--- src/rtl/block_code_pkg.sv ---
// Shared types and helpers for the RM(1,m) soft-decision decoder.
package block_code_pkg;

   // Frame life cycle: wait for first symbol, fill buffer, correlate, publish.
   typedef enum logic [1:0] {
      ST_IDLE    = 2'd0,
      ST_COLLECT = 2'd1,
      ST_CORR    = 2'd2,
      ST_DONE    = 2'd3
   } state_t;

   // Smallest usable code order; m=0 would be a one-symbol repetition code.
   localparam int M_MIN = 1;

   // Walsh/Hadamard entry sign: 1 when row i is negated at column j.
   function automatic logic walsh_neg(input logic [15:0] i, input logic [15:0] j);
      return ^(i & j);
   endfunction

   // True when a requested code order can be handled by a buffer built for max_m.
   function automatic logic m_is_legal(input logic [3:0] m, input int max_m);
      return (int'(m) >= M_MIN) && (int'(m) <= max_m);
   endfunction

endpackage

--- src/rtl/rm_symbol_buffer.sv ---
// Soft-symbol frame store: synchronous write port, combinational read port.
module rm_symbol_buffer #(
   parameter int DATA_WIDTH = 4,
   parameter int ADDR_W     = 5
) (
   input  logic                  clk,
   input  logic                  wr_en,
   input  logic [ADDR_W-1:0]     wr_addr,
   input  logic [DATA_WIDTH-1:0] wr_data,
   input  logic [ADDR_W-1:0]     rd_addr,
   output logic [DATA_WIDTH-1:0] rd_data
);

   logic [DATA_WIDTH-1:0] mem [0:(1<<ADDR_W)-1];

   // Store one symbol per accepted write; contents need no reset.
   always_ff @(posedge clk) begin
      if (wr_en) begin
         mem[wr_addr] <= wr_data;
      end
   end

   assign rd_data = mem[rd_addr];

endmodule

--- src/rtl/rm1_soft_decoder.sv ---
// RM(1,m) soft decoder: buffers N=2^m symbols, correlates serially against
// every Walsh row (one MAC per clock) and reports the strongest row.
module rm1_soft_decoder
   import block_code_pkg::*;
#(
   parameter int DATA_WIDTH = 4,
   parameter int MAX_M      = 5
) (
   input  logic                        clk,
   input  logic                        rst,
   input  logic [DATA_WIDTH-1:0]       rx_symbols,
   input  logic                        rx_symbols_valid,
   input  logic [3:0]                  code_length,
   output logic                        rx_ready,
   output logic                        rx_overrun,
   output logic [MAX_M:0]              dec_data,
   output logic [DATA_WIDTH+MAX_M-1:0] dec_metric,
   output logic                        dec_valid,
   output logic                        dec_error
);

   localparam int ACC_W = DATA_WIDTH + MAX_M + 1;
   localparam int MET_W = DATA_WIDTH + MAX_M;
   localparam logic [MAX_M-1:0] IDX_ONE = 1;

   state_t                  state_q, state_d;
   logic [3:0]              m_q, m_d;
   logic [MAX_M-1:0]        wr_cnt_q, wr_cnt_d;
   logic [MAX_M-1:0]        row_q, row_d;
   logic [MAX_M-1:0]        col_q, col_d;
   logic signed [ACC_W-1:0] acc_q, acc_d;
   logic [MET_W-1:0]        best_mag_q, best_mag_d;
   logic [MAX_M-1:0]        best_row_q, best_row_d;
   logic                    best_neg_q, best_neg_d;
   logic [MAX_M:0]          dec_data_q, dec_data_d;
   logic [MET_W-1:0]        dec_metric_q, dec_metric_d;
   logic                    dec_valid_q, dec_valid_d;
   logic                    dec_error_q, dec_error_d;
   logic                    rx_overrun_q, rx_overrun_d;

   logic [MAX_M-1:0]        n_last;
   logic                    buf_wr_en;
   logic [MAX_M-1:0]        buf_wr_addr;
   logic [DATA_WIDTH-1:0]   buf_rd_data;
   logic signed [ACC_W-1:0] sym_ext;
   logic signed [ACC_W-1:0] acc_sum;
   logic [ACC_W-1:0]        acc_mag;
   logic                    ready_int;

   rm_symbol_buffer #(
      .DATA_WIDTH (DATA_WIDTH),
      .ADDR_W     (MAX_M)
   ) u_buffer (
      .clk     (clk),
      .wr_en   (buf_wr_en),
      .wr_addr (buf_wr_addr),
      .wr_data (rx_symbols),
      .rd_addr (col_q),
      .rd_data (buf_rd_data)
   );

   // Last valid index N-1 for the latched code order (m low bits set).
   always_comb begin
      n_last = '0;
      for (int k = 0; k < MAX_M; k++) begin
         n_last[k] = (k < int'(m_q));
      end
   end

   // One MAC step: add or subtract the buffered symbol per the Walsh sign.
   always_comb begin
      sym_ext = {{(ACC_W-DATA_WIDTH){buf_rd_data[DATA_WIDTH-1]}}, buf_rd_data};
      acc_sum = walsh_neg(16'(row_q), 16'(col_q)) ? (acc_q - sym_ext) : (acc_q + sym_ext);
      acc_mag = acc_sum[ACC_W-1] ? -acc_sum : acc_sum;
   end

   assign ready_int = (state_q == ST_IDLE) || (state_q == ST_COLLECT);

   // Frame control, correlation bookkeeping and result publication.
   always_comb begin
      state_d      = state_q;
      m_d          = m_q;
      wr_cnt_d     = wr_cnt_q;
      row_d        = row_q;
      col_d        = col_q;
      acc_d        = acc_q;
      best_mag_d   = best_mag_q;
      best_row_d   = best_row_q;
      best_neg_d   = best_neg_q;
      dec_data_d   = dec_data_q;
      dec_metric_d = dec_metric_q;
      dec_valid_d  = 1'b0;
      dec_error_d  = 1'b0;
      rx_overrun_d = rx_symbols_valid && !ready_int;
      buf_wr_en    = 1'b0;
      buf_wr_addr  = wr_cnt_q;

      case (state_q)
         ST_IDLE: begin
            if (rx_symbols_valid) begin
               if (m_is_legal(code_length, MAX_M)) begin
                  m_d         = code_length;
                  buf_wr_en   = 1'b1;
                  buf_wr_addr = '0;
                  wr_cnt_d    = IDX_ONE;
                  state_d     = ST_COLLECT;
               end else begin
                  dec_error_d = 1'b1;
               end
            end
         end
         ST_COLLECT: begin
            if (rx_symbols_valid) begin
               buf_wr_en = 1'b1;
               if (wr_cnt_q == n_last) begin
                  wr_cnt_d = '0;
                  row_d    = '0;
                  col_d    = '0;
                  acc_d    = '0;
                  state_d  = ST_CORR;
               end else begin
                  wr_cnt_d = wr_cnt_q + IDX_ONE;
               end
            end
         end
         ST_CORR: begin
            acc_d = acc_sum;
            col_d = col_q + IDX_ONE;
            if (col_q == n_last) begin
               col_d = '0;
               acc_d = '0;
               // Strictly-greater update keeps the lowest row on ties.
               if ((row_q == '0) || (acc_mag > {1'b0, best_mag_q})) begin
                  best_mag_d = acc_mag[MET_W-1:0];
                  best_row_d = row_q;
                  best_neg_d = acc_sum[ACC_W-1];
               end
               if (row_q == n_last) begin
                  state_d = ST_DONE;
               end else begin
                  row_d = row_q + IDX_ONE;
               end
            end
         end
         ST_DONE: begin
            dec_data_d   = {best_row_q, best_neg_q};
            dec_metric_d = best_mag_q;
            dec_valid_d  = 1'b1;
            state_d      = ST_IDLE;
         end
         default: state_d = ST_IDLE;
      endcase
   end

   // State and output registers with synchronous reset.
   always_ff @(posedge clk) begin
      if (rst) begin
         state_q      <= ST_IDLE;
         m_q          <= '0;
         wr_cnt_q     <= '0;
         row_q        <= '0;
         col_q        <= '0;
         acc_q        <= '0;
         best_mag_q   <= '0;
         best_row_q   <= '0;
         best_neg_q   <= 1'b0;
         dec_data_q   <= '0;
         dec_metric_q <= '0;
         dec_valid_q  <= 1'b0;
         dec_error_q  <= 1'b0;
         rx_overrun_q <= 1'b0;
      end else begin
         state_q      <= state_d;
         m_q          <= m_d;
         wr_cnt_q     <= wr_cnt_d;
         row_q        <= row_d;
         col_q        <= col_d;
         acc_q        <= acc_d;
         best_mag_q   <= best_mag_d;
         best_row_q   <= best_row_d;
         best_neg_q   <= best_neg_d;
         dec_data_q   <= dec_data_d;
         dec_metric_q <= dec_metric_d;
         dec_valid_q  <= dec_valid_d;
         dec_error_q  <= dec_error_d;
         rx_overrun_q <= rx_overrun_d;
      end
   end

   assign rx_ready   = ready_int;
   assign rx_overrun = rx_overrun_q;
   assign dec_data   = dec_data_q;
   assign dec_metric = dec_metric_q;
   assign dec_valid  = dec_valid_q;
   assign dec_error  = dec_error_q;

endmodule
--- config.mk ---
export PLATFORM = sky130hd
export DESIGN_NAME = rm1_soft_decoder
export DESIGN_NICKNAME = d
export VERILOG_FILES = /design/src/rtl/block_code_pkg.sv /design/src/rtl/rm_symbol_buffer.sv /design/src/rtl/rm1_soft_decoder.sv
export SDC_FILE = /design/constraint.sdc
export NUM_CORES = 1
export LEC_CHECK = 0
export ABC_AREA = 1
export ABC_CLOCK_PERIOD_IN_PS = 5000
export CORE_MARGIN = 10
export CORE_UTILIZATION = 58
export CTS_BUF_LIST = sky130_fd_sc_hd__clkbuf_8
export CTS_CLUSTER_DIAMETER = 30
export DETAILED_ROUTE_END_ITERATION = 16
export GPL_TIMING_DRIVEN = 0
export PLACE_DENSITY = 0.88
export SLEW_MARGIN = 20
export SYNTH_ARGS = -nofsm -noshare
export SYNTH_HDL_FRONTEND = slang
export SYNTH_HIERARCHICAL = 1
export SYNTH_SLANG_ARGS = --single-unit
--- constraint.sdc ---
create_clock -name clk -period 5 [get_ports clk]
set_input_delay 0.75 -clock clk [delete_from_list [all_inputs] [get_ports clk]]
set_output_delay 0.75 -clock clk [all_outputs]
set_load 0.1 [all_outputs]
==> summary.md <==
| Metric | Value |
|---|---|
| Run status | `finished, violations left` |
| Violated checks | `negative setup slack` |
| Total leakage power | `4.74 nW` |
| Residual antenna-violating net count after detailed routing | `0` |
| Netlist cell types | `43` |
| Required time at the worst-slack endpoint | `5.39 ns` |
| Ratio of cells with drive above 1 in the final layout | `20.4%` |
| Largest net degree at the start of global routing | `33` |
| Worst min-delay path category | `flip-flop to flip-flop` |
| Initial drt markers | `~1,300` |
| Synth Warn # | `6` |
| Post-synthesis instance total | `1,131` |
| Worst Slack Setup Final | `-0.369 ns` |
| Critical path capture point | `best_mag_q[0]$_SDFFE_PP0P_` |
| Number of slew-limit violations in the final report | `0` |
| Number of buffers created by CTS | `17` |
| Later-pin clock latency in the skew report | `0.48 ns` |
| Syn_area_per_cell | `roughly 8.6 um2` |
| Total placed instance area | `10,300 um2` |
| Fin cells | `approximately 1,400` |
| Reg-to-reg startpoint | `col_q[0]$_SDFFE_PP0P_` |
| Maximum buffer depth of the clock tree | `2` |
| Initial antenna violation count | `0` |
| Count of final setup violators | `15` |
| Initial DRT Pass Iterations | `8` |
| Fin nets | `approximately 1,200` |
| Actual slew at the worst max-slew pin | `slightly above 1 ns` |
| FF+latch count, synth | `between 150 and 200` |
| Detailed-route wire length | `roughly 27 mm` |
| Share of the clock period used by the worst path | `107%` |
| Highest achievable clock rate | `between 150 and 200 MHz` |
| Maximum resistive drop on vdd | `~420 uV` |
| Cell repeated most along the worst path | `nand2_2` |
| Area added between synthesis and finish | `20.1%` |
| Standard-cell row count | `47` |
| Total area of multi-input combinational cells | `4480 um2` |
| Pwr dens | `~400 nW/um2` |
| Type of the worst setup path | `flip-flop to flip-flop` |
| Placed cell count | `about 1,400` |
| Setup crit end kind | `flip-flop` |
| Total routing resource utilization after global routing | `roughly 22%` |
| Worst slack on hold paths | `between 0.4 and 0.5 ns` |
| Sequential-to-total area share from yosys stat | `about 53%` |
| Crit path max-delay cell type | `dfxtp_4` |
| Critical Path Source | `col_q[0]$_SDFFE_PP0P_` |
| Root buf cell | `clkbuf_8` |
| Setup repair after global routing missed its margin | `true` |
| Total vias in the final route | `a little under 9,000` |
| DIE AREA | `approximately 22,000 um2` |
| Count of fill cells added during filler insertion | `1,011` |
| Remaining DRCs | `0` |
| Max-capacitance violation count | `0` |
| Grt total ovfl | `0` |
| CP startpoint kind | `flip-flop` |
| Hold Fails Final Rpt | `0` |
| Reg2reg setup slack | `-0.37 ns` |
| Detail-routed via count per cell | `6.08` |
| CTS sink cnt | `about 190` |
| Clock tree from TritonCTS | `built` |
| Global-route wire length before repair | `between 30 and 40 mm` |
| Final critical delay including setup and external delays | `around 5.4 ns` |
| Area of all placed cells without fillers | `between 10,000 and 15,000 um2` |
| Port buffer count | `29` |
| Die height | `between 100 and 150 um` |
| Horizontal die dimension | `around 150 um` |
| Top-Level Pins | `30` |
| Capture instance of the worst register-to-register path | `best_mag_q[0]$_SDFFE_PP0P_` |
| RePlAce Congestion | `around 0.91` |
| Arrival time of data at the critical path endpoint | `5.76 ns` |
| Post-Synthesis Cell Area | `9730 um2` |
| Total negative setup slack | `-4.50 ns` |
| Number of nets produced by synthesis | `1,173` |
| Core ar. | `between 15,000 and 20,000 um2` |
| CTS HTree Levels | `4` |
| Vias in the first global route | `7,976` |
| Slowest stage delay, CP | `0.43 ns` |
| Slew Limit Headroom | `between 30% and 40%` |
| HPWL after DPL | `16.7 mm` |
| Highest net fanout along the worst path | `10` |
| Post-DR wirelength/cell | `~19 um` |
| Register cell area after layout | `5140 um2` |
| Overall power after layout | `~4.6 mW` |
| Final clock skew | `approximately 0.019 ns` |
| Post-CTS clock slew at the launch and capture registers of the worst setup and hold paths | `0.11 ns` |
| Initial Util | `58.9%` |
| Number of instances on the worst hold path | `2` |
| R2R depth | `40` |
| Antenna diode instance count | `0` |
-- critical path, delay by kind of cell, from the launching register on --
kind | cells | cell delay (ns)
buffers and inverters | 8 | 1.04
adders and majority gates | 3 | 0.69
DFF | 1 | 0.43
xor gates and xnor gates | 1 | 0.18
and+or+nand+nor | 22 | 2.13
AOI/OAI and AO/OA | 6 | 0.81
-- cell usage in the layout (no fill, tap or decap), drive strengths merged, types with 4 or more instances in the layout --
cell type      Yosys  layout
nand2            350     351
nand3            161     161
edfxtp           128     128
inv              104     109
nor2             107     107
dfxtp             64      64
buf               28      57
a21oi             55      55
clkbuf            14      33
o21ai             31      31
ha                30      30
clkdlybuf4s50      0      25
xor2              16      16
nand4             12      12
clkinv             2       9
nor3               8       8
xnor2              4       4
-- logic make-up (layout without fill, tap and decap cells) --
family,Yosys count,after routing,share of synthesized area (%)
XOR/XNOR,20,20,1.80
AO/OA/AOI/OAI,95,95,5.55
AND/OR/NAND/NOR,645,646,28.7
adder cells (fa/ha/maj),31,31,4.06
buffers and inverters,148,235,7.25
flip-flops,192,192,52.7
-- synth_stat cells --
cell	instances	area, um2
clkbuf_4	1	7.51
clkbuf_1	11	41.3
nand3_2	5	50.1
o21bai_1	1	7.51
a21oi_1	45	225
clkinv_1	2	7.51
nor3_2	2	20.0
o21a_1	2	15.0
nand3_1	154	771
o21ai_2	1	8.76
nand2_2	7	43.8
nand3b_4	1	20.0
a211oi_1	2	15.0
clkbuf_8	2	27.5
a221oi_1	1	8.76
edfxtp_1	128	3840
ha_1	30	375
nor2_1	104	390
fa_1	1	20.0
a21oi_2	10	87.6
buf_12	1	20.0
and3_1	1	6.26
buf_2	10	50.1
o21ai_1	1	5.00
o31ai_1	1	7.51
nand3b_1	2	15.0
nand2_1	343	1290
nor2_2	1	6.26
nor3_1	6	30.0
nand3_4	2	35.0
inv_1	99	372
o2111ai_1	1	8.76
a31oi_1	1	6.26
dfxtp_1	64	1280
buf_4	8	60.1
xnor2_1	4	35.0
or2_1	3	18.8
xor2_1	16	140
buf_6	9	101
nand4_1	12	75.1
nor2_4	2	22.5
inv_2	5	18.8
o21ai_0	29	145
-- flip-flops by register name (all words and copies together), names as in the netlist, 2 cells and up --
name and flops:
acc_q 10, u_buffer/mem 128, state_q 2, m_q 4
best_mag_q 9, best_row_q 5, col_q 5, wr_cnt_q 5
dec_data 6, dec_metric 9, row_q 5
-- routing by layer --
layer	GRT usage, %	part of all wire (%)	wire length [um]	vias up
met2	36.0	47	12900	629
met4	10.2	4.4	1200	0
li1	-	-	-	3898
met5	0	0	0	-
met1	26.5	37	10000	4097
met3	5.62	12	3190	130
-- stage by stage --
| step | util (%) | setup WS (ns) |
|---|---|---|
| final | 70.7 | -0.369 |
| after CTS | 67.4 | 0.00554 |
| after floorplan | - | 0.226 |
| after global placement | 62.3 | -0.653 |
| after detailed placement | 62.3 | -0.846 |
| after global routing | 70.7 | -0.558 |
-- how the worst min path moves through the flow --
stage,endpoint,from
2_1_floorplan,acc_q[0]$_SDFFE_PP0P_,acc_q[0]$_SDFFE_PP0P_
3_3_place_gp,acc_q[0]$_SDFFE_PP0P_,acc_q[0]$_SDFFE_PP0P_
3_5_place_dp,acc_q[0]$_SDFFE_PP0P_,acc_q[0]$_SDFFE_PP0P_
4_1_cts,acc_q[0]$_SDFFE_PP0P_,acc_q[0]$_SDFFE_PP0P_
5_1_grt,acc_q[7]$_SDFFE_PP0P_,acc_q[7]$_SDFFE_PP0P_
6_report,acc_q[0]$_SDFFE_PP0P_,acc_q[0]$_SDFFE_PP0P_
-- where the power goes --
part           switching (mW)  leakage, nW  internal (mW)  total [mW]
clock                   0.613        0.188          0.367       0.980
combinational            1.14         2.88          0.621        1.77
sequential             0.0587         1.67           1.77        1.82
total                    1.82         4.74           2.75        4.57
-- area by class of cell --
class                      count  area share [%]
inverter                     106            3.59
buffer                        40            3.63
clock buffer                  17            2.00
multi-input combinational    792            38.4
tap                          220            2.36
timing repair buffer          58            4.89
sequential                   192            43.9
clock inverter                14            1.23
-- what timing repair did --
item | CTS | global route
gates cloned | 3 | 4
gates resized for setup | 86 | 107
setup buffers | 13 | 10
setup endpoints to repair | 15 | 15
pin swaps | 22 | 64
hold buffers | 0 | 0
(Power assumes the default switching activity.)
